<file path="src/rtl/spi_cmd_master.sv">
// SPI mode-0 command master: sends an 11-bit {cmd[9], cmd} frame under SS_n/SCLK and,
// for opcode 11, clocks a byte back on MISO. All outputs are registered.
module spi_cmd_master #(
  parameter int CLK_DIV = 2,
  parameter int RD_WAIT = 2
) (
  input  logic       clk,
  input  logic       rst,
  input  logic       start,
  input  logic [9:0] cmd,
  output logic       busy,
  output logic       done,
  output logic [7:0] rd_data,
  output logic       rd_valid,
  output logic       SS_n,
  output logic       SCLK,
  output logic       MOSI,
  input  logic       MISO,
  output logic [2:0] dbg_state_o
);

  // Handshake: start is a request sampled only in IDLE (accepted on that edge, busy rises);
  // done is a one-cycle acknowledge with busy already low, so start may be re-asserted there.
  typedef enum logic [2:0] {S_IDLE, S_CMD, S_RDWAIT, S_RDSHIFT, S_FINISH} state_e;

  localparam int DW = (CLK_DIV > 1) ? $clog2(CLK_DIV) : 1;
  localparam logic [DW-1:0] DIV_LAST  = DW'(CLK_DIV - 1);
  localparam logic [3:0]    WAIT_LAST = 4'(RD_WAIT - 1);

  state_e         state_q, state_d;
  logic [DW-1:0]  div_q, div_d;
  logic [3:0]     bit_q, bit_d;
  logic           sclk_q, sclk_d;
  logic           ss_n_q, ss_n_d;
  logic           mosi_q, mosi_d;
  logic           busy_q, busy_d;
  logic           done_q, done_d;
  logic           rd_valid_q, rd_valid_d;
  logic [7:0]     rd_data_q, rd_data_d;
  logic [7:0]     shift_q, shift_d;
  logic [10:0]    frame_q, frame_d;

  logic tick, bit_end, last_bit, is_read;
  assign tick     = (div_q == DIV_LAST);
  assign bit_end  = tick & sclk_q;
  assign last_bit = (bit_q == 4'd0);
  assign is_read  = (frame_q[9:8] == 2'b11);

  always_ff @(posedge clk) begin
    if (rst) begin
      state_q    <= S_IDLE;
      div_q      <= '0;
      bit_q      <= '0;
      sclk_q     <= 1'b0;
      ss_n_q     <= 1'b1;
      mosi_q     <= 1'b0;
      busy_q     <= 1'b0;
      done_q     <= 1'b0;
      rd_valid_q <= 1'b0;
      rd_data_q  <= '0;
      shift_q    <= '0;
      frame_q    <= '0;
    end else begin
      state_q    <= state_d;
      div_q      <= div_d;
      bit_q      <= bit_d;
      sclk_q     <= sclk_d;
      ss_n_q     <= ss_n_d;
      mosi_q     <= mosi_d;
      busy_q     <= busy_d;
      done_q     <= done_d;
      rd_valid_q <= rd_valid_d;
      rd_data_q  <= rd_data_d;
      shift_q    <= shift_d;
      frame_q    <= frame_d;
    end
  end

  always_comb begin
    state_d = state_q;
    case (state_q)
      S_IDLE:    if (start) state_d = S_CMD;
      S_CMD:     if (bit_end && last_bit)
                   state_d = !is_read ? S_FINISH : ((RD_WAIT > 0) ? S_RDWAIT : S_RDSHIFT);
      S_RDWAIT:  if (bit_end && last_bit) state_d = S_RDSHIFT;
      S_RDSHIFT: if (bit_end && last_bit) state_d = S_FINISH;
      S_FINISH:  if (tick) state_d = S_IDLE;
      default:   state_d = S_IDLE;
    endcase
  end

  always_comb begin
    div_d      = div_q;
    bit_d      = bit_q;
    sclk_d     = sclk_q;
    ss_n_d     = ss_n_q;
    mosi_d     = mosi_q;
    busy_d     = busy_q;
    done_d     = 1'b0;
    rd_valid_d = 1'b0;
    rd_data_d  = rd_data_q;
    shift_d    = shift_q;
    frame_d    = frame_q;
    case (state_q)
      S_IDLE: begin
        if (start) begin
          frame_d = {cmd[9], cmd};
          busy_d  = 1'b1;
          ss_n_d  = 1'b0;
          mosi_d  = cmd[9];
          bit_d   = 4'd10;
          div_d   = '0;
          sclk_d  = 1'b0;
        end
      end
      S_CMD, S_RDWAIT, S_RDSHIFT: begin
        div_d = tick ? '0 : div_q + DW'(1);
        if (tick) sclk_d = ~sclk_q;
        // End of a high half: SCLK falls, so this is where MOSI moves and MISO is sampled.
        if (bit_end) begin
          if (state_q == S_RDSHIFT) shift_d = {shift_q[6:0], MISO};
          if (last_bit) begin
            mosi_d = 1'b0;
            bit_d  = (state_q == S_CMD && RD_WAIT > 0) ? WAIT_LAST : 4'd7;
          end else begin
            bit_d = bit_q - 4'd1;
            if (state_q == S_CMD) mosi_d = frame_q[bit_q - 4'd1];
          end
        end
      end
      S_FINISH: begin
        div_d = tick ? '0 : div_q + DW'(1);
        if (tick) begin
          ss_n_d = 1'b1;
          busy_d = 1'b0;
          done_d = 1'b1;
          if (is_read) begin
            rd_valid_d = 1'b1;
            rd_data_d  = shift_q;
          end
        end
      end
      default: ;
    endcase
  end

  assign busy        = busy_q;
  assign done        = done_q;
  assign rd_data     = rd_data_q;
  assign rd_valid    = rd_valid_q;
  assign SS_n        = ss_n_q;
  assign SCLK        = sclk_q;
  assign MOSI        = mosi_q;
  assign dbg_state_o = state_q;

endmodule

</file>
<file path="config.mk">
export PLATFORM = sky130hd
export DESIGN_NAME = spi_cmd_master
export DESIGN_NICKNAME = d
export VERILOG_FILES = /design/src/rtl/spi_cmd_master.sv
export SDC_FILE = /design/constraint.sdc
export NUM_CORES = 1
export LEC_CHECK = 0
export CORE_MARGIN = 4
export CORE_UTILIZATION = 56
export DETAILED_ROUTE_END_ITERATION = 12
export MAX_ROUTING_LAYER = met4
export PLACE_DENSITY = 0.84
export SLEW_MARGIN = 20
export SYNTH_ARGS = -nofsm -noshare
export SYNTH_HDL_FRONTEND = slang
export SYNTH_SLANG_ARGS = --single-unit
</file>
<file path="constraint.sdc">
create_clock -name clk -period 6.3 [get_ports clk]
set_clock_uncertainty 0.15 [all_clocks]
set_input_delay 1.26 -clock clk [delete_from_list [all_inputs] [get_ports clk]]
set_output_delay 1.26 -clock clk [all_outputs]
set_load 0.01 [all_outputs]
</file>
# After elaboration in Yosys (flattened, before gate mapping)
# Cells that the tools add are included.
dict set report classes {
  addsub 2
  multipliers 0
  div_mod_pow 0
  n_lt_le_gt_ge 1
  n_eq_ne 13
  shift 0
  n_mux 31
  n_bitwise 4
  reduce_logical 19
}
# cell count
set op_table {}
lappend op_table {{2-to-1 mux 3 bit} 7}
lappend op_table {{case mux 3 bit (5 select lines)} 1}
lappend op_table {{AND reduction 3 bit} 5}
lappend op_table {{!= test 2 bit (second input constant)} 7}
lappend op_table {{2-to-1 mux 1 bit} 13}
lappend op_table {{2-to-1 mux 4 bit} 3}
lappend op_table {{case mux 1 bit (2 select lines)} 5}
lappend op_table {{case mux 4 bit (2 select lines)} 1}
lappend op_table {{equality test 3 x 2 -> 1 bit (second input constant)} 2}
lappend op_table {{nonzero test 2 bit} 3}
lappend op_table {{OR reduction 3 bit} 2}
lappend op_table {{less-than comparator 4 x 5 -> 1 bit (second input constant)} 1}
lappend op_table {{AND reduction 5 bit} 1}
lappend op_table {{binary-select mux 1 bit (select 4 bit)} 1}
lappend op_table {{logical NOT 4 bit} 1}
lappend op_table {{AND reduction 2 bit} 2}
lappend op_table {{AND reduction 4 bit} 1}
lappend op_table {{OR reduction 4 bit} 1}
lappend op_table {{subtractor 4 x 1 -> 4 bit (second input constant)} 1}
lappend op_table {{equality test 3 x 1 -> 1 bit (second input constant)} 1}
lappend op_table {{equality test 3 bit (second input constant)} 1}
lappend op_table {{logical NOT 3 bit} 1}
lappend op_table {{!= test 3 bit (second input constant)} 1}
lappend op_table {{NOT 1 bit} 3}
lappend op_table {{other kinds (5)} 5}
dict set report word_totals {
  ff_bits 40
  latch_bits 0
  ram_bits 0
  rom_bits 0
  inputBits 14
  output_inout_bits 17
  elab_cells 82
  memories 0
}

# Logic depth before layout (Yosys ltp)
dict set report logic_depth {
  ltp_word 7
  ltp_mapped 8
}

# Least setup slack after synthesis
# No wires, ideal clock.
dict set report synth_path {
  path_type {input to register}
  from {input start}
  to {register state_q[2] (netlist: dbg_state_o[2])}
  arrival_time_ps 2299
  required_time_ps 6080
  setup_slack_ps 3781
  stages 4
  path_buffers 0
  cell_sequence {or4b_4 -> o311a_1 -> or3_1 -> a21oi_1}
}
dict set report synth_between {
  elab_chain_cells 2
}
# element line
set synth_lines {}
lappend synth_lines {{start, declared} 9} ;# input logic start,
lappend synth_lines {{!= test 2 bit (no line)} n/a}
lappend synth_lines {{AND reduction 5 bit (no line)} n/a}
lappend synth_lines {{end signal, assigned} 64} ;# state_q <= state_d;
lappend synth_lines {{end, declared} 30} ;# state_e state_q, state_d;
# No other way between the ends.
# A chain may end at the register's enable or synchronous reset.

# Worst setup path in the final report
dict set report layout_path {
  from {register state_q[1] (netlist: dbg_state_o[1])}
  to {output dbg_state_o[1]}
}
# element line
set layout_rtl {}
lappend layout_rtl {{end, declared} 19} ;# output logic [2:0] dbg_state_o
# No word-level cell between the ends.

==> results.yml <==
run_status:
  outcome: "finished clean"
clock_tree:
  cts_setup_buffers: 0
  cts_tree: "done"
  cts_sinks: 40
  clk_pin_slew_ns: 0.11
  hold_buffers: 0
  root_buffer: "clkbuf_4"
  cts.repair.resized: 0
  clk_path_buf_depth: 2
  clock_latency_ns: 0.34
  htreeDepth: 2
  cts-buffers-inserted: 5
synth:
  synth_cell_types: 47
  synth_ff_type: "dfxtp_1"
  syn_nets: 216
  async_flop_share_pct: 0
  ys_seq_area_share_pct: 44.9
  netlist_instances: 200
  avgSynthCellArea_um2: 8.91
  synth_seq_cells: 40
  synth_area_um2: 1780
  ys_warn_count: 0
  synth_edf_count: 0
sta:
  setup_violations: 0
  hold_violations: 0
  tightest_slew_ns: 0.819
  maxSlewHeadroom_pct: 45.1
  final.setup.tns_ns: 0
  fin_crit_ns: 3.10
  fin_ws_ns: 3.20
  rsz0062_at_grt: "no"
  slew_viol_final: 0
  fmax_mhz: 323
  period_share_pct: 49.2
final_layout:
  syn2layout_area_growth_pct: 22.1
  drive_gt1_share_pct: 7.52
  final_util_pct: 71.3
  final-seq-area_um2: 801
  fin_cells: 270
  final_common_cell: "dfxtp_1"
  final_cell_mix: "dfxtp_1 (40), nand2_1 (30), clkdlybuf4s50_1 (30)"
  antenna_cells: 0
  multi_input_area_um2: 902
  num-fill-cells: 254
  nNetsFinal: 241
global_route:
  grt-ovfl-total: 0
  first_global_vias: 1490
  grt_start_max_net_pins: 41
  antenna_found_initial: 0
  grt_usage_pct: 21.3
  grt_pass1_wl_um: 6800
pwr:
  p_per_area_nw_per_um2: 303
  ir_worst_vdd_mv: 0.181
  p_leak_nw: 0.745
placed_design:
  pre_cts_slack_ns: 3.02
  dp_cells: 262
  io_buffers: 30
  gp_congestion: 0.844
  dp.final_hpwl_um: 2620
setup_path:
  crit_start: "dbg_state_o[1]"
  end_kind: "output port"
  cp_slowest_cell: "dfxtp_1"
  worst-path-stages: 1
  worstPathArrival_ns: 1.69
  critPathCapture: "dbg_state_o[1]"
  crit_type: "reg -> out"
  rr_endpoint: "MOSI"
  cp_top_family: "flip-flops"
  path_buf_inv: 1
  cp-start-kind: "register"
  r2r_start: "bit_q[0]"
  reg2reg_slack_ns: 3.77
  cpPeakStageDelay_ns: 0.70
  worst-path-max-fanout: 17
  required_ns: 4.89
  path_cells: "clkdlybuf4s50_1"
  reg2reg_depth: 6
detailed_routing:
  drt_iter0_drc: 150
  first_pass_iters: 4
  drc: 0
  wirelength_um: 3940
  avgRoutedWirePerCell_um: 14.6
  antenna_left: 0
  vias_per_cell: 5.74
  vias: 1551
floorplan:
  die_area_um2: 4150
  coreArea_um2: 3050
  die_w_um: 64.4
  start_util_pct: 58.4
  rows: 20
  die_h_um: 64.4
  boundaryPins: 31
flow_run:
  cap_violations: 0
min_path:
  hp-class: "reg -> reg"
[worst min path at each step]
stage                     cells past startpoint    endpoint       start
after floorplan                               2  frame_q[7]  frame_q[7]
after global placement                        2  frame_q[4]  frame_q[4]
after detailed placement                      2  frame_q[6]  frame_q[6]
after CTS                                     2  frame_q[6]  frame_q[6]
after global routing                          2  frame_q[5]  frame_q[5]
final                                         2  frame_q[0]  frame_q[0]
[Yosys cell counts (2+ instances only)]
master / instances / share of area (%)
inv_1: 2 / 0.42
xor2_1: 2 / 0.98
nor3_1: 4 / 1.1
o21ai_0: 4 / 1.1
buf_2: 3 / 0.84
a211oi_1: 4 / 1.7
ha_1: 2 / 1.4
a21oi_1: 22 / 6.2
o21bai_1: 2 / 0.84
nor2_1: 23 / 4.8
mux2i_1: 16 / 9.0
clkbuf_1: 8 / 1.7
nand3_1: 2 / 0.56
xnor2_1: 2 / 0.98
nand2_1: 30 / 6.3
dfxtp_1: 40 / 45
a311oi_1: 2 / 0.98
buf_4: 2 / 0.84
or3_1: 2 / 0.70
[where the power goes]
group,internal [mW],switching [mW]
combinational,0.0765,0.0892
sequential,0.275,0.0319
clock,0.105,0.0818
total,0.457,0.203
[state kept, by name (all words and copies together) (netlist names)]
signal / flops
MOSI: 1
bit_q: 4
SCLK: 1
rd_valid: 1
frame_q: 10
div_q: 1
rd_data: 8
done: 1
shift_q: 8
dbg_state_o: 3
busy: 1
SS_n: 1
[cells by family after synthesis]
group,count (synthesis),synth area share [%]
buffers and inverters,16,4.42
adders and majority gates,2,1.40
AOI/OAI and AO/OA,45,16.2
DFF,40,44.9
and+or+nand+nor,75,20.2
muxes,18,10.9
xor gates and xnor gates,4,1.97
[metal layers]
metal	wire length (um)	global-route usage, %	vias to the layer above
met1	1660	25.2	730
met2	2000	35.2	51
met5	0	-	-
met4	103	9.23	0
li1	-	-	758
met3	181	4.04	12
[worst register-to-register path: cells and delay by family (launching register included)]
family	cells	cell delay (ns)
adders and majority gates	1	0.22
DFF	1	0.54
buffers and inverters	1	0.15
and+or+nand+nor	2	0.92
AOI/OAI and AO/OA	2	0.46
[stage by stage]
stage	power, mW	instance area [um2]	hold slack (ns)
floorplan	0.424	1780	0.283
global placement	0.465	2080	0.292
detailed placement	0.474	2080	0.297
CTS	0.660	2180	0.313
global route	0.697	2180	0.337
finish	0.660	2180	0.315
[cell type report]
cell class / instances / share of cell area (%)
Clock buffer: 7 / 2.99
Clock inverter: 1 / 1.38
Inverter: 2 / 0.345
Multi-Input combinational cell: 144 / 41.5
Sequential cell: 40 / 36.8
Tap cell: 44 / 2.53
Timing Repair Buffer: 32 / 14.5
No activity file was read; power rests on OpenSTA's default activity.
==> patch (same settings) <==
`rd_data_q` and `shift_q` no longer have a reset.
--- a/src/rtl/spi_cmd_master.sv
+++ b/src/rtl/spi_cmd_master.sv
@@ -59,4 +59,2 @@
       rd_valid_q <= 1'b0;
-      rd_data_q  <= '0;
-      shift_q    <= '0;
       frame_q    <= '0;
@@ -72,6 +70,9 @@
       rd_valid_q <= rd_valid_d;
-      rd_data_q  <= rd_data_d;
-      shift_q    <= shift_d;
       frame_q    <= frame_d;
     end
+  end
+
+  always_ff @(posedge clk) begin
+    rd_data_q <= rd_data_d;
+    shift_q   <= shift_d;
   end
Function: same outputs for any inputs over 10 cycles, from zero or initial values and one cycle with rst high; that may be too few to reach the edited logic, so the function may still have changed.
==> patch against the original RTL <==
Cell area down 5.4%; critical path depth unchanged; sequential cell count unchanged; worst setup slack improved by 0.053 ns; combinational power down 36%; power down 14%; final cell count is 18% lower; area after synthesis shrank 3.2%; register-to-register slack gained 0.19 ns; wire length fell by 16%; die area decreased by 2.8%; critical path type unchanged; highest routed layer unchanged.
==> patch: results (changes against the original RTL) <==
metric,value,unit,change
status,"complete, no violations",,
Final HPWL DP,2410,um,-7.8%
worst-skew pair later-pin latency,0.34,ns,about the same
CTS max path bufs,2,,unchanged
via/cell ratio,5.79,,+0.83%
Slew @ Worst Pin,0.844,ns,+0.0250 ns
fillers,218,,-14%
Syn Nets,178,,-18%
"top cells by count, synth","nand2_1, dfxtp_1, a21oi_1",,
Worst Hold End,rd_data[7],,
inverters,5,,+3
drt wl/cell,15.0,um,+2.8%
"top cells by area, synth","dfxtp_1, edfxtp_1, a21oi_1",,
Data buffer area share,14.6,%,+0.099 points
worst reg2reg path depth,6,,unchanged
largest net degree at the start of global routing,25,,-39%
met3 routed WL,231,um,+28%
uppermost layer routed,met4,,
Arrival @ worst endpoint,1.63,ns,-0.06 ns
Worst-path clk slew,0.11,ns,about the same
multi-input combinational gate total,107,,-26%
hold path cells,0,,-2
FF-to-FF setup slack,3.96,ns,+0.19 ns
Post-synth EDFFs,16,,+16
H-tree levels,2,,unchanged
DRT iter0 DRCs,93,,-38%
total track usage,18.7,%,-2.6 points
sequential cell area share,46.7,%,+9.9 points
M1 WL,1420,um,-14%
cts repair resizes,0,,unchanged
nets,205,,-15%
global routing usage on met3,6.22,%,+2.2 points
"Seq/Total Area, Yosys",55.7,%,+11 points
fraction of area in multi-input gates,32.2,%,-9.2 points
Die W,63.5,um,-1.4%
RePlAce Congestion,0.943,,+12%
Final clock-cell share,3.71,%,-0.66 points
Netlist cell types,39,,-17%
Sw Share,26.7,%,-4.0 points
met2 routed WL,1580,um,-21%
vias in the first global route,1243,,-17%
grt ovf,0,,unchanged
clk sink count,40,,unchanged
CP max stage delay,0.65,ns,-0.05 ns
hold_ws,0.294,ns,-0.0204 ns
Placed Area,0.00198,mm^2,-5.0%
GRT met2 Usage,28.4,%,-6.8 points
share of layout cells above drive strength 1,6.32,%,-1.2 points
met1 usage,21.5,%,-3.6 points
VDD IR max,160,uV,-11%
hold path start,shift_q[7],,
Seq power,0.301,mW,-2%
nonclk buf count,30,,-6.3%
first-pass GRT wire length,5600,um,-18%
Gate power share,18.8,%,-6.3 points
P_leak,0.716,nW,-4.0%
clkbuf count,6,,-1
patch: changes by cell type after synthesis, sizes merged, moves of 3 or more:
cell | before | now
mux2i | 16 | 3
edfxtp | 0 | 16
nor2 | 24 | 11
nand2 | 30 | 26
inv | 2 | 5
dfxtp | 40 | 24
patch: logic make-up (layout without fill, tap and decap cells):
logic type / count (synthesis) / after routing / synth area share [%]
mux: 5 / 5 / 4.35
buf+inv: 15 / 43 / 6.16
fa+ha+maj: 2 / 2 / 1.45
xor+xnor: 4 / 4 / 2.03
simple gates: 57 / 57 / 16.0
compound gates: 39 / 39 / 14.3
flops: 40 / 40 / 55.7
patch: through the flow:
step	total power [mW]	utilization [%]	cells	setup WS, ns
finish	0.569	72.1	221	3.26
global route	0.602	72.1	221	3.17
CTS	0.575	72.0	221	3.26
detailed placement	0.414	69.3	213	2.93
global placement	0.408	69.3	213	2.97
floorplan	0.385	-	162	3.75
